[src/rtl/c5_mult_issue_pkg.sv]
// ---------------------------------------------------------------------------
// c5_mult_issue_pkg
//   Shared constants for the issue/interlock stage in front of the c5_mult
//   multiply/divide unit:
//     - MULT_* function codes understood by c5_mult
//     - ZERO word constant
//     - issue FSM state encoding and the busy-cycle count
//     - small op-class decode helpers
// ---------------------------------------------------------------------------
package c5_mult_issue_pkg;

  localparam logic [3:0]  MULT_NOTHING       = 4'b0000;
  localparam logic [3:0]  MULT_READ_LO       = 4'b0001;
  localparam logic [3:0]  MULT_READ_HI       = 4'b0010;
  localparam logic [3:0]  MULT_WRITE_LO      = 4'b0011;
  localparam logic [3:0]  MULT_WRITE_HI      = 4'b0100;
  localparam logic [3:0]  MULT_MULT          = 4'b0101;
  localparam logic [3:0]  MULT_SIGNED_MULT   = 4'b0110;
  localparam logic [3:0]  MULT_DIVIDE        = 4'b0111;
  localparam logic [3:0]  MULT_SIGNED_DIVIDE = 4'b1000;

  localparam logic [31:0] ZERO = 32'h0000_0000;

  // Accept-to-idle distance of the unit's 32-step sequencer.
  localparam int C5_MULT_BUSY_CYCLES = 33;

  typedef enum logic [1:0] {
    ST_IDLE = 2'b00,
    ST_BUSY = 2'b01,
    ST_READ = 2'b10,
    ST_RESP = 2'b11
  } state_t;

  function automatic logic is_read(input logic [3:0] func);
    return (func == MULT_READ_LO) || (func == MULT_READ_HI);
  endfunction

  function automatic logic is_write(input logic [3:0] func);
    return (func == MULT_WRITE_LO) || (func == MULT_WRITE_HI);
  endfunction

  // Functions that start the 32-step sequencer.
  function automatic logic is_mult_div(input logic [3:0] func);
    return (func == MULT_MULT) || (func == MULT_SIGNED_MULT) ||
           (func == MULT_DIVIDE) || (func == MULT_SIGNED_DIVIDE);
  endfunction

endpackage

[src/rtl/c5_mult_issue.sv]
// ---------------------------------------------------------------------------
// c5_mult_issue
//   Issue/interlock stage directly upstream of c5_mult. HI/LO requests arrive
//   over a valid/ready handshake and are re-driven to the unit as registered
//   operands and a one-cycle function pulse. While a multiply/divide runs,
//   new writes and operations are held off so the running operation is never
//   clobbered. MFHI/MFLO results return over a valid/ready response channel.
//
//   Ports:
//     I_clk, I_rst_n            clock, asynchronous active-low reset
//     I_req_valid/O_req_ready   request handshake
//     I_req_op, I_rs, I_rt      MULT_* code and operands
//     O_a, O_b, O_mult_func     registered drive into c5_mult
//     I_c_mult, I_pause         result and stall from c5_mult
//     O_rsp_valid/I_rsp_ready   response handshake, O_rsp_data payload
//     O_busy                    sequencer counter nonzero
//
//   Build option: C5_MULT_ISSUE_READ_OVERLAP_EN
//     When defined, READ_LO/READ_HI are accepted while BUSY and the unit's
//     I_pause provides the stall; after the response the FSM returns to BUSY
//     if the counter is still running.
// ---------------------------------------------------------------------------
module c5_mult_issue
  import c5_mult_issue_pkg::*;
#(
  parameter int WIDTH       = 32,
  parameter int BUSY_CYCLES = C5_MULT_BUSY_CYCLES
) (
  input  logic             I_clk,
  input  logic             I_rst_n,
  input  logic             I_req_valid,
  output logic             O_req_ready,
  input  logic [3:0]       I_req_op,
  input  logic [WIDTH-1:0] I_rs,
  input  logic [WIDTH-1:0] I_rt,
  output logic [WIDTH-1:0] O_a,
  output logic [WIDTH-1:0] O_b,
  output logic [3:0]       O_mult_func,
  input  logic [WIDTH-1:0] I_c_mult,
  input  logic             I_pause,
  output logic             O_rsp_valid,
  output logic [WIDTH-1:0] O_rsp_data,
  input  logic             I_rsp_ready,
  output logic             O_busy
);

  localparam int CNT_W = $clog2(BUSY_CYCLES + 1);
  localparam logic [CNT_W-1:0] CNT_ZERO = {CNT_W{1'b0}};
  localparam logic [CNT_W-1:0] CNT_ONE  = {{(CNT_W-1){1'b0}}, 1'b1};
  localparam logic [CNT_W-1:0] CNT_LOAD = CNT_W'(BUSY_CYCLES);

  state_t           state_q, state_d;
  logic [CNT_W-1:0] cnt_q, cnt_d;
  logic [WIDTH-1:0] a_q, a_d;
  logic [WIDTH-1:0] b_q, b_d;
  logic [3:0]       func_q, func_d;
  logic             rsp_valid_q, rsp_valid_d;
  logic [WIDTH-1:0] rsp_data_q, rsp_data_d;

  logic             req_ready_s;
  logic             accept_s;
  logic [CNT_W-1:0] cnt_dec_s;

  // Request-ready decode from the current state.
  always_comb begin
    req_ready_s = 1'b0;
    case (state_q)
      ST_IDLE: req_ready_s = 1'b1;
`ifdef C5_MULT_ISSUE_READ_OVERLAP_EN
      // Only reads may overlap a running operation; the unit stalls them.
      ST_BUSY: req_ready_s = is_read(I_req_op);
`else
      ST_BUSY: req_ready_s = 1'b0;
`endif
      ST_READ: req_ready_s = 1'b0;
      ST_RESP: req_ready_s = 1'b0;
      default: req_ready_s = 1'b0;
    endcase
  end

  assign accept_s = I_req_valid & req_ready_s;

  // Free-running down-count, independent of state so it keeps time across READ/RESP.
  always_comb begin
    if (cnt_q != CNT_ZERO) begin
      cnt_dec_s = cnt_q - CNT_ONE;
    end else begin
      cnt_dec_s = CNT_ZERO;
    end
  end

  // Next-state, issue and response logic for the interlock FSM.
  always_comb begin
    state_d     = state_q;
    cnt_d       = cnt_dec_s;
    a_d         = a_q;
    b_d         = b_q;
    func_d      = MULT_NOTHING;
    rsp_valid_d = rsp_valid_q;
    rsp_data_d  = rsp_data_q;
    case (state_q)
      ST_IDLE, ST_BUSY: begin
        if (accept_s && is_write(I_req_op)) begin
          a_d    = I_rs;
          b_d    = I_rt;
          func_d = I_req_op;
        end else if (accept_s && is_mult_div(I_req_op)) begin
          a_d     = I_rs;
          b_d     = I_rt;
          func_d  = I_req_op;
          cnt_d   = CNT_LOAD;
          state_d = ST_BUSY;
        end else if (accept_s && is_read(I_req_op)) begin
          func_d  = I_req_op;
          state_d = ST_READ;
        end else if ((state_q == ST_BUSY) && (cnt_dec_s == CNT_ZERO)) begin
          // Ready rises in the very cycle the counter reads zero.
          state_d = ST_IDLE;
        end else begin
          // NOTHING and codes 1001-1111 are accepted and dropped.
          state_d = state_q;
        end
      end
      ST_READ: begin
        if (!I_pause) begin
          rsp_data_d  = I_c_mult;
          rsp_valid_d = 1'b1;
          state_d     = ST_RESP;
        end else begin
          // Keep presenting the read code until the unit releases the stall.
          func_d = func_q;
        end
      end
      ST_RESP: begin
        if (I_rsp_ready) begin
          rsp_valid_d = 1'b0;
`ifdef C5_MULT_ISSUE_READ_OVERLAP_EN
          if (cnt_dec_s != CNT_ZERO) begin
            state_d = ST_BUSY;
          end else begin
            state_d = ST_IDLE;
          end
`else
          state_d = ST_IDLE;
`endif
        end else begin
          state_d = state_q;
        end
      end
      default: begin
        state_d = ST_IDLE;
      end
    endcase
  end

  // State and output registers; the mult unit shares this reset net.
  always_ff @(posedge I_clk or negedge I_rst_n) begin
    if (!I_rst_n) begin
      state_q     <= ST_IDLE;
      cnt_q       <= CNT_ZERO;
      a_q         <= {WIDTH{1'b0}};
      b_q         <= {WIDTH{1'b0}};
      func_q      <= MULT_NOTHING;
      rsp_valid_q <= 1'b0;
      rsp_data_q  <= {WIDTH{1'b0}};
    end else begin
      state_q     <= state_d;
      cnt_q       <= cnt_d;
      a_q         <= a_d;
      b_q         <= b_d;
      func_q      <= func_d;
      rsp_valid_q <= rsp_valid_d;
      rsp_data_q  <= rsp_data_d;
    end
  end

  assign O_req_ready = req_ready_s;
  assign O_a         = a_q;
  assign O_b         = b_q;
  assign O_mult_func = func_q;
  assign O_rsp_valid = rsp_valid_q;
  assign O_rsp_data  = rsp_data_q;
  assign O_busy      = (cnt_q != CNT_ZERO);

endmodule

[config.mk]
export PLATFORM = sky130hd
export DESIGN_NAME = c5_mult_issue
export DESIGN_NICKNAME = d
export VERILOG_FILES = /design/src/rtl/c5_mult_issue_pkg.sv /design/src/rtl/c5_mult_issue.sv
export SDC_FILE = /design/constraint.sdc
export NUM_CORES = 1
export LEC_CHECK = 0
export BUFFER_PORTS_ARGS = -buffer_cell sky130_fd_sc_hd__buf_2
export CAP_MARGIN = 20
export CORE_UTILIZATION = 50
export DETAILED_ROUTE_END_ITERATION = 6
export PLACE_DENSITY = 0.85
export SLEW_MARGIN = 20
export SYNTH_ARGS = -nofsm -noshare
export SYNTH_HDL_FRONTEND = slang
export SYNTH_SLANG_ARGS = --single-unit
[constraint.sdc]
create_clock -name I_clk -period 2.8 [get_ports I_clk]
set_input_delay 0.14 -clock I_clk [delete_from_list [all_inputs] [get_ports I_clk]]
set_output_delay 0.14 -clock I_clk [all_outputs]
set_load 0.02 [all_outputs]
==> metrics.yaml, run 1 <==
route:
  wl_per_cell_um: 17.6
  met1_length_um: 4390
  drtIter0Drc: 96
  top_layer_used: "met4"
  vias: 3452
  drcViolationCount: 0
  avgViaCountPerCell: 5.05
  totalWireLength_um: 12000
  drtPass1Iterations: 4
  wl_met3_um: 590
  wl_met2_um: 6660
  postRouteAntennaNets: 0
finish:
  n_antenna_cell: 0
  fin_util_pct: 76.6
  layout.nets: 676
  final.fill_count: 524
  areaGrowthSynthToFinish_pct: 48.5
  final_layout_size_suffix_gt1_share_pct: 51.8
timing:
  setup-tns-final_ns: 0
  max_slew_margin_pct: 54.0
  finalSetupViolations: 0
  final-hold-violation-count: 0
  grt_setup_unrepaired: "no"
  hold_ws_ns: 0.0200
  drv_slew: 0
  clock-skew-final_ns: 0.00736
  fin_crit_sh_pct: 65.6
  worst_pin_slew_ns: 0.690
  period_minus_slack_ns: 1.84
  layout_setup_ws_ns: 0.964
  fmax_ghz: 0.545
setup_path:
  crit_buf_inv: 2
  crit_path_cell_trace: "or3_1 -> nor2_1 -> inv_1 -> buf_2"
  critPathMaxStageDelay_ns: 0.44
  crit_family: "simple AND/OR/NAND/NOR gates"
  crit_path_max_fanout: 6
  critPathSlowestCell: "dfrtp_1"
  start_kind: "flip-flop"
  cp-end-kind: "output pin"
  setup.worst_path.class: "reg2out"
  crit_arrival_ns: 1.70
  cp.required_ns: 2.66
job:
  maxCapViolations: 0
synthesis:
  synth.area.top_cells: "dfrtp_1, mux2_4, mux2_1"
  yosys.area.top_type: "dfrtp_1"
  async_flop_share_pct: 100
  synth.top_cell.area_share_pct: 60.9
  syn_inst: 275
  synth_edf_count: 0
  synth_ff_type: "dfrtp_1"
  yosysMostFrequentCell: "dfrtp_1"
  ys_seq_elements: 109
  ys_warn_count: 0
  avgSynthCellArea_um2: 16.3
  synth.cell_area_um2: 4480
  ys_seq_area_share_pct: 60.9
  synth_nets: 381
  synth_cell_types: 34
  ys_top_cells_by_count: "dfrtp_1, mux2_4, mux2_1, mux2_2"
floorplan:
  rows: 34
  ios: 208
  die-area_um2: 9340
  core_um2: 8680
  die_h_um: 96.6
  die_x_um: 96.6
  start_util_pct: 51.6
place:
  hpwl_um: 7040
  dp_slack_ns: 1.05
  portBuffers: 207
  place_congestion: 0.781
clocking:
  clkLatencyLatePin_ns: 0.35
  cts.repair.resized: 0
  tritoncts: "built"
  clk_pin_slew_ns: 0.10
  clock-sinks: 109
  numCtsBuffers: 9
  cts-htree-levels: 3
  cts_root_buffer: "clkbuf_8"
  cts_buffer_depth: 2
power:
  p_sw_share_pct: 39.3
  p_int_w: 0.00433
  seqPwrFrac_pct: 39.5
  clkPwrFrac_pct: 14.2
  p_leak_nw: 3.45
  p_per_area_nw_per_um2: 1070
  switching_power_w: 0.00281
  ir_drop_v: 0.000533
  combPwrFrac_pct: 46.3
global_route:
  grt_pass1_wl_um: 18600
  grt_max_degree: 66
  grt_antenna_before_repair: 0
  first_global_vias: 3736
  overflow: 0
  grt_usage_pct: 25.4
status:
  status: "finished clean"
min_path:
  min_path_type: "in2reg"
==> logic make-up after synthesis <==
| group | share of synthesized area (%) |
|---|---|
| multiplexers | 28.3 |
| flip-flops | 60.9 |
| AND/OR/NAND/NOR | 4.16 |
| AO/OA/AOI/OAI | 2.93 |
| adder cells (fa/ha/maj) | 0.279 |
| XOR/XNOR | 0.196 |
| buffers and inverters | 3.24 |
==> worst paths after layout <==
| kind | from | to | slack, ns | cells after the start |
|---|---|---|---|---|
| min in group asynchronous | I_rst_n | O_rsp_data[29] | 0.36 | 2 |
| min | I_rt[29] | O_b[29] | 0.02 | 2 |
| max in group asynchronous | I_rst_n | O_a[12] | 1.71 | 3 |
| max reg2reg | state_q[1] | O_rsp_data[26] | 0.98 | 4 |
| min reg2reg | O_rsp_data[24] | O_rsp_data[24] | 0.49 | 1 |
| max | cnt_q[3] | O_busy | 0.96 | 4 |
==> state kept, by name, indices dropped and copies added (netlist names) <==
register,count
O_a,32
O_b,32
O_rsp_data,32
cnt_q,6
O_mult_func,4
state_q,2
O_rsp_valid,1
==> placed cells by master, fill, tap and decap left out, drive strengths merged, types with 2 or more instances in the layout <==
cell type and n:
nand2 5, clkbuf 11, nand2b 2, nor2 6, mux2 96, o21ai 7, or3 3, dlygate4sd3 85
a21oi 5, nor2b 4, buf 210, and2 2, a22o 3, nor3 4, inv 7, dfrtp 109
==> stage by stage <==
stage / power (W) / instances / area (um2)
2_1_floorplan: 0.00489 / 275 / 4480
3_3_place_gp: 0.00583 / 582 / 5580
3_5_place_dp: 0.00597 / 582 / 5580
4_1_cts: 0.00707 / 672 / 6540
5_1_grt: 0.00750 / 683 / 6650
6_report: 0.00713 / 683 / 6650
==> layer usage <==
layer | vias to the layer above | global-route usage [%]
met5 | - | 0
met4 | 0 | 9.64
met3 | 30 | 6.00
met2 | 146 | 48.1
met1 | 1724 | 27.1
li1 | 1552 | -
==> timing repair <==
item | 4_1_cts | 5_1_grt
buffers inserted | 0 | 0
endpoints found under the setup margin | 0 | 0
hold buffers | 74 | 11
hold endpoints to repair | 125 | 11
==> power by group through the flow <==
stage,registers [W],clock network (W),logic [W]
detailed placement,0.00280,0,0.00317
CTS,0.00278,0.00104,0.00326
floorplan,0.00365,0,0.00124
global route,0.00291,0.00110,0.00349
global placement,0.00275,0,0.00308
finish,0.00282,0.00101,0.00330
==> layout make-up <==
cell class	instances	area, um2	share of cell area, %
clock buffers	11	151	2.28
well taps	108	135	2.03
inverters	5	18.8	0.282
multi-input cells	150	1610	24.2
repair buffers	295	1940	29.1
flip-flops and latches	109	2730	41.0
clock inverters	5	66.3	0.998
Power figures use the tool's default switching activity.
==> run 2: changes to the inputs <==
--- a/config.mk
+++ b/config.mk
@@ -7,9 +7,9 @@
 export LEC_CHECK = 0
 export BUFFER_PORTS_ARGS = -buffer_cell sky130_fd_sc_hd__buf_2
 export CAP_MARGIN = 20
-export CORE_UTILIZATION = 50
+export CORE_UTILIZATION = 42
 export DETAILED_ROUTE_END_ITERATION = 6
-export PLACE_DENSITY = 0.85
+export PLACE_DENSITY = 0.76
 export SLEW_MARGIN = 20
 export SYNTH_ARGS = -nofsm -noshare
 export SYNTH_HDL_FRONTEND = slang
==> constraint.sdc (replaced) <==
create_clock -name I_clk -period 1.56 [get_ports I_clk]
set_input_delay 0.078 -clock I_clk [delete_from_list [all_inputs] [get_ports I_clk]]
set_output_delay 0.078 -clock I_clk [all_outputs]
set_load 0.02 [all_outputs]
==> metrics.yaml, run 2 (same netlist as run 1, synthesis figures left out) <==
route:
  drtPass1Iterations: 4  # unchanged
  wl_per_cell_um: 15.8  # -10%
  vias: 3488  # +1.0%
  drtIter0Drc: 164  # +71%
  avgViaCountPerCell: 4.71  # -6.9%
  drcViolationCount: 0  # unchanged
  totalWireLength_um: 11700  # -2.4%
  postRouteAntennaNets: 0  # unchanged
finish:
  final_common_cell: "buf_2"
  mostFrequentLayoutCells: "buf_2, dfrtp_1, dlygate4sd3_1"
  n_antenna_cell: 0  # unchanged
  areaGrowthSynthToFinish_pct: 56.7
  final_layout_size_suffix_gt1_share_pct: 53.7  # +1.9 points
  layout.nets: 706  # +4.4%
setup_path:
  crit_buf_inv: 1  # -1
  critPathMaxStageDelay_ns: 0.40  # -0.04 ns
  startpoint: "cnt_q[0]"
  critical_path.most_common_cell: "or3_4"
  crit_path_cell_trace: "buf_4 -> or3_4 -> or3_4 -> a211o_1"
  critPathSlowestCell: "dfrtp_1"
  crit_family: "simple AND/OR/NAND/NOR gates"
  setup.worst_path.class: "reg2reg"
  crit_path_max_fanout: 3  # -3
  start_kind: "flip-flop"
  reg2reg_from: "cnt_q[0]"
  crit_arrival_ns: 1.87  # +0.17 ns
  cp-end-kind: "flip-flop"
  cp.required_ns: 1.83  # -0.83 ns
timing:
  grt_setup_unrepaired: "yes"
  fin_crit_sh_pct: 103
  finalSetupViolations: 1  # +1
  clock-skew-final_ns: 0.00683  # -0.000534 ns
  max_slew_margin_pct: 63.0  # +9.1 points
  drv_slew: 0  # unchanged
  worst_pin_slew_ns: 0.554  # -0.136 ns
  fmax_ghz: 0.623
  layout_setup_ws_ns: -0.0451  # -1.01 ns
  final-hold-violation-count: 0  # unchanged
  setup-tns-final_ns: -0.0451  # -0.0451 ns
  period_minus_slack_ns: 1.61
power:
  p_leak_nw: 3.59  # +4.3%
  p_int_w: 0.00800  # +85%
  seqPwrFrac_pct: 38.0  # -1.5 points
  combPwrFrac_pct: 48.6  # +2.3 points
  p_per_area_nw_per_um2: 1870  # +75%
  switching_power_w: 0.00514  # +83%
  ir_drop_v: 0.000876  # +64%
  finalPower_w: 0.0131  # +84%
  clkPwrFrac_pct: 13.4  # -0.8 points
  p_sw_share_pct: 39.1  # -0.21 points
place:
  place_congestion: 0.727  # -6.9%
  portBuffers: 207  # unchanged
  hpwl_um: 7280  # +3.5%
global_route:
  grt_max_degree: 110  # +67%
  grt_pass1_wl_um: 18200  # -1.9%
  grt_antenna_before_repair: 0  # unchanged
  first_global_vias: 3719  # -0.46%
  overflow: 0  # unchanged
  grt_usage_pct: 21.4  # -4.0 points
clocking:
  clkLatencyLatePin_ns: 0.37  # +0.02 ns
  numCtsBuffers: 9  # unchanged
  cts_root_buffer: "clkbuf_8"
  tritoncts: "built"
  cts_buffer_depth: 2  # unchanged
  clk_pin_slew_ns: 0.10  # about the same
  clock-sinks: 109  # unchanged
  cts-htree-levels: 3  # unchanged
floorplan:
  die_x_um: 105  # +8.9%
  core_um2: 10300  # +19%
  rows: 37  # +8.8%
  die-area_um2: 11100  # +19%
  start_util_pct: 43.4  # -8.2 points
  die_h_um: 105  # +8.9%
  ios: 208  # unchanged
min_path:
  min_path_type: "in2reg"
  min-delay-start: "I_rsp_ready"
job:
  maxCapViolations: 0  # unchanged
status:
  status: "finished with violations"
  violations: "negative setup slack"
run 2: path summary, 6_finish.rpt:
kind	to	slack [ns]	depth (start not counted)
hold / removal	O_rsp_valid	0.03	4
max in group asynchronous	O_rsp_data[27]	0.83	3
min in group asynchronous	O_a[10]	0.31	3
setup reg to reg	cnt_q[5]	-0.05	4
hold reg to reg	O_mult_func[2]	0.49	2
setup / recovery	cnt_q[5]	-0.05	4
run 2: power by group through the flow:
stage | Clock, W | Sequential, W | Combinational (W)
after detailed placement | 0 | 0.00502 | 0.00585
after CTS | 0.00182 | 0.00494 | 0.00623
after global routing | 0.00192 | 0.00517 | 0.00676
after floorplan | 0 | 0.00656 | 0.00222
after global placement | 0 | 0.00492 | 0.00571
final | 0.00176 | 0.00500 | 0.00638
run 2: what timing repair did:
| item | CTS | global route |
|---|---|---|
| hold endpoints to repair | 208 | 0 |
| resized for setup | 8 | 11 |
| hold buffers | 100 | 0 |
| pin swaps | 2 | 7 |
| setup buffers | 5 | 1 |
| endpoints found under the setup margin | 2 | 15 |
run 2: final cells by class:
cell class | instances | area [um2]
fillers | 715 | 3310
clock inverters | 7 | 81.3
clock buffers | 9 | 124
inverters | 5 | 18.8
repair buffers | 325 | 2220
well taps | 136 | 170
flip-flops and latches | 109 | 2730
multi-input cells | 150 | 1670
run 2: worst register-to-register path, delay by kind of cell, from the launching register on:
kind            cells  cell delay (ns)
compound gates      1             0.27
buf+inv             1             0.14
flops               1             0.40
simple gates        2             0.69
run 2: per-stage QoR:
step                util, %  setup WS (ns)  hold WS (ns)  cell area, um2  std cells
floorplan                 -         0.0641        -0.218            4480        275
global placement       55.2         0.0550         0.191            5690        619
detailed placement     55.2        0.00957         0.202            5690        619
CTS                    67.5        -0.0457       0.00547            6960        740
global route           67.9        -0.0770        0.0466            7010        741
finish                 67.9        -0.0451        0.0253            7010        741
run 2: routing by layer:
| metal | vias up | wire length (um) | global-route usage [%] |
|---|---|---|---|
| li1 | 1613 | - | - |
| met1 | 1722 | 4330 | 22.2 |
| met2 | 126 | 6460 | 40.8 |
| met3 | 27 | 590 | 3.90 |
| met4 | 0 | 347 | 11.1 |
| met5 | - | 0 | 0 |
